`config.mk`:
```
export PLATFORM = sky130hd
export DESIGN_NAME = wb_write_scheduler
export DESIGN_NICKNAME = d
export VERILOG_FILES = /design/src/rtl/wb_write_scheduler.sv
export SDC_FILE = /design/constraint.sdc
export NUM_CORES = 1
export LEC_CHECK = 0
export CAP_MARGIN = 0
export CORE_MARGIN = 2
export CORE_UTILIZATION = 55
export DETAILED_ROUTE_END_ITERATION = 7
export PLACE_DENSITY = 0.83
export SYNTH_ARGS = -nofsm -noshare
export SYNTH_HDL_FRONTEND = slang
export SYNTH_SLANG_ARGS = --single-unit
```
`constraint.sdc`:
```
create_clock -name clock2 -period 7.4 [get_ports clock2]
set_clock_uncertainty 0.15 [all_clocks]
set_input_delay 1.48 -clock clock2 [delete_from_list [all_inputs] [get_ports clock2]]
set_output_delay 1.48 -clock clock2 [all_outputs]
set_load 0.02 [all_outputs]
```
`src/rtl/wb_write_scheduler.sv`:
```
// Writeback-port scheduler: buffers up to two register writes per cycle in
// program order and drains one write per cycle into a single-port register
// file. Pending writes stay visible through a combinational forwarding lookup.
module wb_write_scheduler #(
  parameter int DATA_W = 32,
  parameter int ADDR_W = 5,
  parameter int DEPTH  = 4
) (
  input  logic                       clock2,
  input  logic                       reset,
  input  logic [1:0]                 WRITEBACK_WRITEBACK,
  input  logic [ADDR_W-1:0]          destination_A,
  input  logic [ADDR_W-1:0]          destination_B,
  input  logic [DATA_W-1:0]          data_A,
  input  logic [DATA_W-1:0]          data_B,
  output logic                       stall,
  output logic                       rf_we,
  output logic [ADDR_W-1:0]          rf_waddr,
  output logic [DATA_W-1:0]          rf_wdata,
  output logic [$clog2(DEPTH):0]     pending_count,
  input  logic [ADDR_W-1:0]          lookup_addr,
  output logic                       lookup_hit,
  output logic [DATA_W-1:0]          lookup_data,
  output logic                       err
);

  localparam int PTR_W = $clog2(DEPTH);
  localparam int CNT_W = PTR_W + 1;

  logic [ADDR_W-1:0] mem_addr [DEPTH];
  logic [DATA_W-1:0] mem_data [DEPTH];
  logic [PTR_W-1:0]  wr_ptr;
  logic [PTR_W-1:0]  rd_ptr;
  logic [CNT_W-1:0]  count;

  logic              req_any;
  logic              accept;
  logic              push_a;
  logic              push_b;
  logic              pop;
  logic [CNT_W-1:0]  push_cnt;

  // Stall keeps at least two free entries so a dual push always fits.
  assign stall         = (count > CNT_W'(DEPTH - 2));
  assign pending_count = count;

  // Request qualification: r0 is dropped, and a dual write to the same
  // register keeps only the younger slot B.
  always_comb begin
    req_any  = (WRITEBACK_WRITEBACK != 2'd0);
    accept   = req_any && !stall;
    push_a   = accept && WRITEBACK_WRITEBACK[0] && (destination_A != '0) &&
               !(WRITEBACK_WRITEBACK == 2'd3 && destination_A == destination_B);
    push_b   = accept && WRITEBACK_WRITEBACK[1] && (destination_B != '0);
    pop      = (count != '0);
    push_cnt = CNT_W'(push_a) + CNT_W'(push_b);
  end

  // Buffer storage: A goes first, B lands behind it (or at the tail alone).
  always_ff @(posedge clock2) begin
    if (push_a) begin
      mem_addr[wr_ptr] <= destination_A;
      mem_data[wr_ptr] <= data_A;
    end
    if (push_b) begin
      if (push_a) begin
        mem_addr[wr_ptr + PTR_W'(1)] <= destination_B;
        mem_data[wr_ptr + PTR_W'(1)] <= data_B;
      end else begin
        mem_addr[wr_ptr] <= destination_B;
        mem_data[wr_ptr] <= data_B;
      end
    end
  end

  // Pointers, occupancy, drain register and sticky error flag.
  always_ff @(posedge clock2) begin
    if (reset) begin
      wr_ptr   <= '0;
      rd_ptr   <= '0;
      count    <= '0;
      rf_we    <= 1'b0;
      rf_waddr <= '0;
      rf_wdata <= '0;
      err      <= 1'b0;
    end else begin
      wr_ptr <= wr_ptr + PTR_W'(push_cnt);
      count  <= count + push_cnt - CNT_W'(pop);
      rf_we  <= pop;
      if (pop) begin
        rf_waddr <= mem_addr[rd_ptr];
        rf_wdata <= mem_data[rd_ptr];
        rd_ptr   <= rd_ptr + PTR_W'(1);
      end
      if (stall && req_any) begin
        err <= 1'b1;
      end
    end
  end

  // Forwarding search from oldest (output register) to youngest (tail);
  // later matches overwrite earlier ones so the youngest wins.
  always_comb begin
    logic [PTR_W-1:0] slot;
    lookup_hit  = 1'b0;
    lookup_data = '0;
    slot        = '0;
    if (lookup_addr != '0) begin
      if (rf_we && rf_waddr == lookup_addr) begin
        lookup_hit  = 1'b1;
        lookup_data = rf_wdata;
      end
      for (int k = 0; k < DEPTH; k++) begin
        slot = rd_ptr + PTR_W'(k);
        if ((CNT_W'(k) < count) && (mem_addr[slot] == lookup_addr)) begin
          lookup_hit  = 1'b1;
          lookup_data = mem_data[slot];
        end
      end
    end
  end

endmodule

```
==> metrics list <==
- The flow ran to the end, and the final reports show no timing, DRC or antenna violations.
- For this run, the post-layout net count is 1199.
- After detailed routing, the average wire length per cell comes to about 25 um.
- Synthesis warning total: 0
* CP Class: in2out
* CP Data Required Time: just under 6000 ps
* Number of buffers on the longest clock path: 2
- Post-Route WL: roughly 36000 um
- The synthesized design spends more area on one cell type than any other, namely sky130_fd_sc_hd__edfxtp_1.
- Max FO, Critical Path: 17
* CTS Buf Count: 17
- In the global route stage, overall resource usage came out at 28.8%.
* Worst VDD drop: ~250 uV
- Net Sw Frac: 40.3%
* Number of I/O pins: about 160
* Maximum number of pins on one net before global-route repair: 70
- The analysis attributes to cell leakage a power of slightly below 5 nW.
- Clock tree from TritonCTS: yes
- Unique masters post-synth: 46
- Fraction of post-synthesis cell area in the top cell type by area: 33.3%
* Master cell of the clock root buffer: sky130_fd_sc_hd__clkbuf_16
- The commonest cells after synthesis are sky130_fd_sc_hd__edfxtp_1, sky130_fd_sc_hd__mux4_2, sky130_fd_sc_hd__mux2_2, sky130_fd_sc_hd__nand2_1, sky130_fd_sc_hd__a21oi_1.
- In this run, the number of DRC markers left after iteration 0 of detailed routing was between 1000 and 1500.
* Top cells by area in the synthesized netlist: sky130_fd_sc_hd__edfxtp_1, sky130_fd_sc_hd__mux4_2, sky130_fd_sc_hd__mux2_2
* Share of final-layout standard cells stronger than drive strength 1: between 30% and 40%
* Arrival @ worst endpoint: between 5000 and 6000 ps
* Clock slew at reported path FFs: about 70 ps
- Cells resized by post-CTS repair: 0
- Registers are responsible for about a third of the overall power.
* Element type at the critical path end: output pin
- Residual overflow from global routing: 0
- Clock insertion delay at the later pin of the skew report: roughly 440 ps
- Worst-margin pin slew: around 1200 ps
- Overall power consumption after layout is estimated at roughly 6.6 mW.
- Worst rel slew slack: a little under a fifth
- Final weighted congestion in routability-driven placement: between 0.8 and 0.9
- The die covers about 26000 um^2.
* Mean Syn Cell Area: around 13 um^2
- In the routed layout, each cell is associated on average with a via count of 6.96.
* Sequential cell area fraction in the yosys report: roughly 40%
- Counting every sink on the clock net gives a little under 200.
* Die Ht: roughly 160 um
- Starting density of the core: between 50% and 60%
* Residual antenna-violating net count after detailed routing: 0
* Count of flip-flops with a built-in enable after synthesis: 148
- HPWL after detailed placement: between 20000 and 25000 um
- Counting every instance in the synthesized netlist gives roughly 1000.
* Launching instance or port of the critical path: lookup_addr[0]
- Worst Setup Start Kind: input pin
- Buffers placed on the I/O ports in this run total 158.
- The max-slew violation total from the final report was 0.
- The number of nets handed over by synthesis was 1096.
- Hold is met by about 330 ps.
- The startpoint identified for the worst register-to-register timing path is pending_count[2]$_SDFF_PP0_.
- Total via count in the routed design: between 10000 and 15000
- Per report_power, the clock group accounts for between 10 and 15% of the total.
* Number of fill cells: between 1500 and 2000
* Final setup violating endpoints: 0
- Floorplan row count: 57
- Number of antenna violations at the first check in global routing: 2
* Highest achievable clock rate: roughly 150 MHz
- The smallest clock period supported by the final layout is computed as about 6600 ps.
- Core area: approximately 24000 um^2
* Path class of the lowest-slack min-delay path: reg2reg
- Pre-antenna DRT Iters: 5
- The worst register-to-register path has a depth of 8.
* X dimension of the die: 160 um
- The setup check on the worst reg-to-reg path leaves a slack of about 3300 ps.
* Fraction of registers with async set or reset after synthesis: 0%
* Area grow syn2layout: 18.1%
- In this run the post-CTS setup repair buffer count came out at 0.
- Relative contribution of combinational cells to total power: 53.1%
* Unrepaired setup endpoints after global routing: no
- Net switching component of the power: between 2 and 3 mW
- The worst register-to-register path ends at mem_data[2][15]$_DFFE_PP_.
- Register bit count reported by yosys: slightly below 200
* Post-synth top flop: sky130_fd_sc_hd__edfxtp_1
- Wire length of the first global-routing pass: about 57000 um
- Setup_tns: 0 ps
- After clock tree synthesis, the flow added hold-fix buffers numbering 0.
- Of the available clock period, the critical path in the final layout requires between 80% and 90%.
- # H-tree levels: 4
- In this run the cell area of the synthesized design comes to about 13000 um^2.
- DRC viols: 0
- Following the worst setup path forward leads to its endpoint at lookup_data[17].
* P_int: 3.94 mW
- For this design the ratio of total power to cell area is 418 nW/um^2.
- The via count of the first global-routing pass is 10000.
- Max Cap Viol: 0
- Final hold violations: 0
## metrics by stage
step	util, %	cell area, um^2	worst slack (ps)	instances
final	65.4	15800	756	1447
after CTS	65.4	15800	826	1445
after detailed placement	63.0	15200	849	1413
after global routing	65.4	15800	592	1445
after floorplan	-	13400	1560	1005
after global placement	63.0	15200	895	1413
## cells in the final DEF (no fill, tap or decap), types with 3 or more instances in the layout
cell / synthesis / final
sky130_fd_sc_hd__a211oi_1: 5 / 3
sky130_fd_sc_hd__a21oi_1: 69 / 68
sky130_fd_sc_hd__a31oi_4: 0 / 3
sky130_fd_sc_hd__a32oi_1: 32 / 32
sky130_fd_sc_hd__buf_4: 1 / 27
sky130_fd_sc_hd__clkbuf_16: 0 / 17
sky130_fd_sc_hd__clkdlybuf4s50_1: 0 / 157
sky130_fd_sc_hd__clkinv_2: 0 / 3
sky130_fd_sc_hd__clkinv_4: 0 / 5
sky130_fd_sc_hd__dfxtp_1: 48 / 44
sky130_fd_sc_hd__edfxtp_1: 148 / 148
sky130_fd_sc_hd__ha_1: 7 / 7
sky130_fd_sc_hd__inv_1: 10 / 10
sky130_fd_sc_hd__mux2_1: 28 / 28
sky130_fd_sc_hd__mux2_2: 120 / 120
sky130_fd_sc_hd__mux4_2: 148 / 148
sky130_fd_sc_hd__nand2_1: 78 / 78
sky130_fd_sc_hd__nand3_1: 30 / 30
sky130_fd_sc_hd__nand4_1: 3 / 3
sky130_fd_sc_hd__nor2_1: 49 / 48
sky130_fd_sc_hd__nor3b_1: 3 / 3
sky130_fd_sc_hd__o22ai_1: 29 / 29
sky130_fd_sc_hd__o31ai_1: 32 / 32
sky130_fd_sc_hd__or4_1: 3 / 3
sky130_fd_sc_hd__xnor2_1: 25 / 24
sky130_fd_sc_hd__xor2_1: 10 / 10
## power groups by stage
| stage | sequential (mW) | clock [mW] | combinational (mW) |
|---|---|---|---|
| 2_1_floorplan | 2.07 | 0 | 2.49 |
| 3_3_place_gp | 2.14 | 0 | 3.40 |
| 3_5_place_dp | 2.18 | 0 | 3.45 |
| 4_1_cts | 2.16 | 0.934 | 3.49 |
| 5_1_grt | 2.23 | 0.977 | 3.72 |
| 6_report | 2.17 | 0.928 | 3.50 |
## sequential cells by signal (all words and copies together) (netlist names), named ones only
register / cells
err: 1
rf_wdata: 32
wr_ptr: 2
rd_ptr: 2
mem_addr: 20
mem_data: 128
rf_we: 1
pending_count: 3
rf_waddr: 5
## worst max-delay path, stage by stage
cell and delay, ps:
sky130_fd_sc_hd__clkdlybuf4s50_1 620, sky130_fd_sc_hd__xnor2_1 310, sky130_fd_sc_hd__nand4_2 160, sky130_fd_sc_hd__nor4_4 1000, sky130_fd_sc_hd__buf_4 430, sky130_fd_sc_hd__a32oi_1 160
sky130_fd_sc_hd__o31ai_1 160, sky130_fd_sc_hd__clkdlybuf4s50_1 690
## how the worst min path moves through the flow
stage | start | end | slack [ps] | cells past startpoint
after detailed placement | rf_wdata[5]$_SDFFE_PP0N_ | rf_wdata[5]$_SDFFE_PP0N_ | 320 | 2
after global routing | rf_wdata[13]$_SDFFE_PP0N_ | rf_wdata[13]$_SDFFE_PP0N_ | 360 | 2
final | rf_wdata[2]$_SDFFE_PP0N_ | rf_wdata[2]$_SDFFE_PP0N_ | 330 | 2
after CTS | rf_wdata[5]$_SDFFE_PP0N_ | rf_wdata[5]$_SDFFE_PP0N_ | 330 | 2
after floorplan | rf_wdata[10]$_SDFFE_PP0N_ | rf_wdata[10]$_SDFFE_PP0N_ | 400 | 2
after global placement | rf_wdata[5]$_SDFFE_PP0N_ | rf_wdata[5]$_SDFFE_PP0N_ | 310 | 2
## per-layer routing
metal  vias up  track usage (%)  part of all wire (%)
li1       4280                -                     -
met1      4982             37.8                    36
met2       713             47.8                    49
met3        99             6.65                    12
met4         2             10.2                   2.9
met5         -                0                 0.030
## cells by family (layout without fill, tap and decap cells)
logic type                 after synthesis  after routing  share of synthesized area [%]
AOI/OAI and AO/OA                      178            178                           8.82
adders and majority gates                8              8                          0.806
xor gates and xnor gates                36             36                           2.42
muxes                                  296            296                           37.4
DFF                                    196            196                           40.5
buffers and inverters                  112            228                           4.05
other                                    0              2                              0
and+or+nand+nor                        179            179                           5.98
## area by class of cell
cell class / count / area, um^2 / share of cell area, %
clock inverter: 14 / 155 / 0.984
multi-input combinational: 697 / 7540 / 47.8
sequential: 196 / 5420 / 34.3
timing repair buffer: 185 / 1780 / 11.3
clock buffer: 18 / 429 / 2.72
antenna: 2 / 5.00 / 0.0317
inverter: 11 / 41.3 / 0.262
tap: 324 / 405 / 2.57
No activity file was read; power rests on OpenSTA's default activity.
